===== config.mk =====
export PLATFORM = sky130hd
export DESIGN_NAME = decode_stage
export DESIGN_NICKNAME = d
export VERILOG_FILES = /design/src/rtl/decode_stage.sv
export SDC_FILE = /design/constraint.sdc
export NUM_CORES = 1
export LEC_CHECK = 0
export BUFFER_PORTS_ARGS = -buffer_cell sky130_fd_sc_hd__buf_4
export CORE_AREA = 3 3 89 91
export DETAILED_ROUTE_END_ITERATION = 7
export DIE_AREA = 0 0 92 94
export GPL_ROUTABILITY_DRIVEN = 0
export GPL_TIMING_DRIVEN = 0
export PLACE_DENSITY = 0.88
export SETUP_SLACK_MARGIN = 0.05
export SLEW_MARGIN = 20
export SYNTH_ARGS = -nofsm -noshare
export SYNTH_HDL_FRONTEND = slang
export SYNTH_SLANG_ARGS = --single-unit

===== constraint.sdc =====
create_clock -name clk -period 3.6 [get_ports clk]
set_input_delay 0.72 -clock clk [delete_from_list [all_inputs] [get_ports clk]]
set_output_delay 0.72 -clock clk [all_outputs]
set_load 0.05 [all_outputs]

===== src/rtl/decode_stage.sv =====
// RV32I integer-ALU decoder feeding a DEPTH-entry FIFO, valid/ready on both sides.
// Illegal instructions are still enqueued; a saturating counter tracks them.
module decode_stage #(
   parameter int XLEN  = 32,
   parameter int DEPTH = 2,
   parameter int CNT_W = 8
) (
   input  logic             clk,
   input  logic             rst_n,
   input  logic             flush,
   input  logic             in_valid,
   output logic             in_ready,
   input  logic [31:0]      in_instr,
   output logic             out_valid,
   input  logic             out_ready,
   output logic [4:0]       out_rs1,
   output logic [4:0]       out_rs2,
   output logic [4:0]       out_rd,
   output logic [3:0]       out_alu_op,
   output logic [XLEN-1:0]  out_imm,
   output logic             out_use_imm,
   output logic             out_reg_write,
   output logic             out_illegal,
   output logic [CNT_W-1:0] illegal_count
);

   localparam int PTR_W = (DEPTH > 1) ? $clog2(DEPTH) : 1;
   localparam int CW    = $clog2(DEPTH + 1);
   localparam int REC_W = 24 + XLEN;

   localparam logic [6:0] OPC_R = 7'b0110011;
   localparam logic [6:0] OPC_I = 7'b0010011;
   localparam logic [6:0] F7_ALT = 7'b0100000;

   logic [6:0]       opcode;
   logic [2:0]       funct3;
   logic [6:0]       funct7;
   logic             legal;
   logic [3:0]       dec_op;
   logic [XLEN-1:0]  dec_imm;
   logic             dec_use_imm;
   logic [4:0]       dec_rs1, dec_rs2, dec_rd;
   logic             dec_reg_write;
   logic [REC_W-1:0] dec_rec;

   logic [REC_W-1:0] mem [DEPTH];
   logic [PTR_W-1:0] rd_ptr, wr_ptr;
   logic [CW-1:0]    count;
   logic             push, pop;

   assign opcode = in_instr[6:0];
   assign funct3 = in_instr[14:12];
   assign funct7 = in_instr[31:25];

   always_comb begin
      legal       = 1'b0;
      dec_op      = 4'd15;
      dec_imm     = '0;
      dec_use_imm = 1'b0;
      if (opcode == OPC_R) begin
         if (funct7 == 7'b0) begin
            legal = 1'b1;
            case (funct3)
               3'b000:  dec_op = 4'd0;
               3'b001:  dec_op = 4'd2;
               3'b010:  dec_op = 4'd3;
               3'b011:  dec_op = 4'd4;
               3'b100:  dec_op = 4'd5;
               3'b101:  dec_op = 4'd6;
               3'b110:  dec_op = 4'd8;
               default: dec_op = 4'd9;
            endcase
         end else if (funct7 == F7_ALT && funct3 == 3'b000) begin
            legal  = 1'b1;
            dec_op = 4'd1;
         end else if (funct7 == F7_ALT && funct3 == 3'b101) begin
            legal  = 1'b1;
            dec_op = 4'd7;
         end
      end else if (opcode == OPC_I) begin
         legal       = 1'b1;
         dec_use_imm = 1'b1;
         dec_imm     = {{(XLEN-12){in_instr[31]}}, in_instr[31:20]};
         case (funct3)
            3'b000: dec_op = 4'd0;
            3'b010: dec_op = 4'd3;
            3'b011: dec_op = 4'd4;
            3'b100: dec_op = 4'd5;
            3'b110: dec_op = 4'd8;
            3'b111: dec_op = 4'd9;
            3'b001: begin
               dec_imm = {{(XLEN-5){1'b0}}, in_instr[24:20]};
               if (funct7 == 7'b0) dec_op = 4'd2;
               else                legal  = 1'b0;
            end
            default: begin
               dec_imm = {{(XLEN-5){1'b0}}, in_instr[24:20]};
               if (funct7 == 7'b0)        dec_op = 4'd6;
               else if (funct7 == F7_ALT) dec_op = 4'd7;
               else                       legal  = 1'b0;
            end
         endcase
      end
      // Illegal encodings collapse to an all-zero NOP payload.
      if (!legal) begin
         dec_op      = 4'd15;
         dec_imm     = '0;
         dec_use_imm = 1'b0;
      end
   end

   assign dec_rs1       = legal ? in_instr[19:15] : 5'd0;
   assign dec_rs2       = (legal && opcode == OPC_R) ? in_instr[24:20] : 5'd0;
   assign dec_rd        = legal ? in_instr[11:7] : 5'd0;
   assign dec_reg_write = legal && (in_instr[11:7] != 5'd0);
   assign dec_rec = {dec_rs1, dec_rs2, dec_rd, dec_op, dec_imm,
                     dec_use_imm, dec_reg_write, !legal};

   assign in_ready  = (count < CW'(DEPTH));
   assign out_valid = (count != '0);
   assign push      = in_valid && in_ready && !flush;
   assign pop       = out_valid && out_ready && !flush;

   function automatic logic [PTR_W-1:0] next_ptr(input logic [PTR_W-1:0] p);
      return (p == PTR_W'(DEPTH - 1)) ? '0 : p + 1'b1;
   endfunction

   always_ff @(posedge clk) begin
      if (push) mem[wr_ptr] <= dec_rec;
   end

   always_ff @(posedge clk or negedge rst_n) begin
      if (!rst_n) begin
         rd_ptr <= '0;
         wr_ptr <= '0;
         count  <= '0;
      end else if (flush) begin
         rd_ptr <= '0;
         wr_ptr <= '0;
         count  <= '0;
      end else begin
         if (push) wr_ptr <= next_ptr(wr_ptr);
         if (pop)  rd_ptr <= next_ptr(rd_ptr);
         if (push && !pop)      count <= count + 1'b1;
         else if (pop && !push) count <= count - 1'b1;
      end
   end

   always_ff @(posedge clk or negedge rst_n) begin
      if (!rst_n)
         illegal_count <= '0;
      else if (push && !legal && illegal_count != {CNT_W{1'b1}})
         illegal_count <= illegal_count + 1'b1;
   end

   assign {out_rs1, out_rs2, out_rd, out_alu_op, out_imm,
           out_use_imm, out_reg_write, out_illegal} = out_valid ? mem[rd_ptr] : '0;

endmodule


==> metrics.cfg <==
[yosys]
synth_top_area_share_pct=54.0
syn_area_sq_um=3780
synthTopCellsByCount=68 x edfxtp_1, 47 x nor2_1, 34 x mux2i_1, 27 x and2_1, 21 x buf_4
yosysMostFrequentCell=edfxtp_1
synthArstFlopShare_pct=15.0
synthCells=293
syn_avg_cell_area_sq_um=12.9
synth_edf_count=68
ys_types=39
yosysSeqAreaShare_pct=62.0
yosys_warnings=0
yosysTopAreaCell=edfxtp_1
ys_seq_elements=80
syn_nets=331
ys_top_cells_by_area=edfxtp_1 54%, mux2i_1 9.0%, dfrtp_1 7.9%
synthFlopType=edfxtp_1

[worst_setup_path]
crit_top_cell=buf_4
start_kind=flip-flop
setup.reg_to_reg.worst_slack_ns=1.82
crit_required_ns=2.88
cp_cell_sequence=clkbuf_1 -> buf_2 -> mux2i_1 -> nor2_2 -> buf_4 -> buf_4
cp_num_buf_inv=4
rr_worst_depth=4
cpPeakStageDelay_ns=0.58
crit_cells=6
cp_top_family=buffers and inverters
cp_slowest_cell=nor2_2
critical_path.max_fanout=21
timing.rr.end=mem[0][13]
cp-end-kind=output port
arrival_ns=2.58
crit_type=reg2out
reg2reg_from=count[1]

[layout]
fillCellCount=565
design_area_sq_um=4850
area_growth_pct=28.4
num_antenna_cells=0
drive_gt1_share_pct=36.5
fin_nets=441
final_util_pct=67.3
layoutNonFillerInstCount=507

[job]
drv_cap=0

[global_routing]
grt_pass1_vias=2544
grtUsageMet2_pct=32.3
grt_pass1_wl_mm=11.9
grt-busiest-layer=met2
grt_usage_pct=18.1
use_met3_pct=3.29
grt_max_degree=25
use_met1_pct=21.0
antenna_found_initial=0
grt_overflow=0

[clocking]
insertion_delay_ns=0.33
post_cts_buffers=0
cts_max_level=3
max-clock-path-buffers=2
cts.clk_slew.worst_paths_ns=0.07
cts_root_buffer=clkbuf_8
cts_buffers=9
cts_tree=built
cts_sinks=80

[placement]
hpwlAfterDp_mm=5.80
io_buffer_count=97
placed_cells=491
placed_area_sq_um=4690

[sta]
fin_crit_sh_pct=91.6
whs_ns=0.210
rsz0062_at_grt=false
hold_violations=0
setup_violations=0
fmax_mhz=303
worstMarginPinSlew_ns=0.735
period_minus_slack_ns=3.30
fin_skew_ns=0.00654
slew_violations=0
slew_headroom_pct=51.0

[floorplan]
die_h_microns=94
die-area_sq_um=8650
die_x_microns=92
ios=101
core-area_sq_um=7210
row_count=31
start_util_pct=52.4

[detailed_routing]
totalWireLength_mm=7.66
drc=0
vias=2536
drt-initial-drc-count=129
final_antenna_net_count=0
wl_per_cell_microns=15.1
viasPerCell=5.00
dr.pass1.iters=4

[power_and_ir_drop]
p_leak_nw=1.91
ir_worst_vdd_uv=360
total_power_w=0.00243
p_per_area_nw_per_um2=500

[run_status]
status=complete, no violations

[min_path]
hold_class=in2async

layout make-up:
class / instances / area, sq um / area share (%)
Tap cell: 99 / 124 / 2.55
Sequential cell: 80 / 2340 / 48.3
Timing Repair Buffer: 99 / 776 / 16.0
Inverter: 6 / 22.5 / 0.464
Clock buffer: 14 / 153 / 3.15
Clock inverter: 2 / 8.76 / 0.181
Buffer: 31 / 206 / 4.25
Multi-Input combinational cell: 176 / 1220 / 25.1
worst reg2reg max path, stage by stage, from the launching register on:
cell	delay, ns
dfrtp_1	0.43
nor2_1	0.17
nand2_1	0.16
nor2_4	0.49
buf_16	0.23
worst max-delay path by stage:
stage                start     endpoint  slack, ns
finish              rd_ptr  out_imm[22]       0.30
global route        rd_ptr  out_imm[16]       0.07
CTS                 rd_ptr  out_imm[22]       0.27
detailed placement  rd_ptr  out_imm[22]       0.36
global placement     flush    mem[0][8]      -0.02
floorplan           rd_ptr  out_imm[12]       0.47
routing by layer:
layer	vias up	part of all wire, %
li1	1236	-
met1	1214	40
met2	74	53
met3	12	4.7
met4	0	2.4
met5	-	0
cells by family (layout without fill, tap and decap cells):
logic type | after synthesis | count (layout) | synth area share (%)
AND/OR/NAND/NOR | 113 | 113 | 16.0
flip-flops | 80 | 80 | 62.0
buffers and inverters | 37 | 152 | 6.03
multiplexers | 35 | 35 | 9.40
AO/OA/AOI/OAI | 15 | 15 | 3.51
XOR/XNOR | 12 | 12 | 2.78
adder cells (fa/ha/maj) | 1 | 1 | 0.331
cell usage in the layout (no fill, tap or decap), types with 9 or more instances in the layout:
cell / Yosys / final
mux2i_1: 34 / 34
xor2_1: 9 / 9
dfrtp_1: 12 / 12
clkbuf_8: 0 / 10
edfxtp_1: 68 / 68
buf_4: 21 / 118
nand2_1: 13 / 13
nor2_1: 47 / 45
and2_1: 27 / 27
clkbuf_1: 5 / 9
where the power goes:
group | internal (W) | total, W | leakage, nW | switching [W]
Sequential | 0.00108 | 0.00113 | 0.726 | 0.0000559
Combinational | 0.000249 | 0.000744 | 1.11 | 0.000495
Clock | 0.000267 | 0.000552 | 0.0821 | 0.000285
Total | 0.00159 | 0.00243 | 1.91 | 0.000835
what timing repair did:
item,CTS,global route
setup endpoints to repair,20,0
gates resized for setup,1,0
hold buffers,0,0
sequential cells by signal, summed over array words and instances (netlist names):
| register | count |
|---|---|
| rd_ptr | 1 |
| illegal_count | 8 |
| count | 2 |
| mem | 68 |
| wr_ptr | 1 |
stage by stage:
step                      TNS, ns  setup slack [ns]
final                           0             0.304
after global routing            0            0.0689
after CTS                       0             0.271
after detailed placement        0             0.365
after global placement     -0.486           -0.0159
after floorplan                 0             0.473
(Power assumes the default switching activity.)
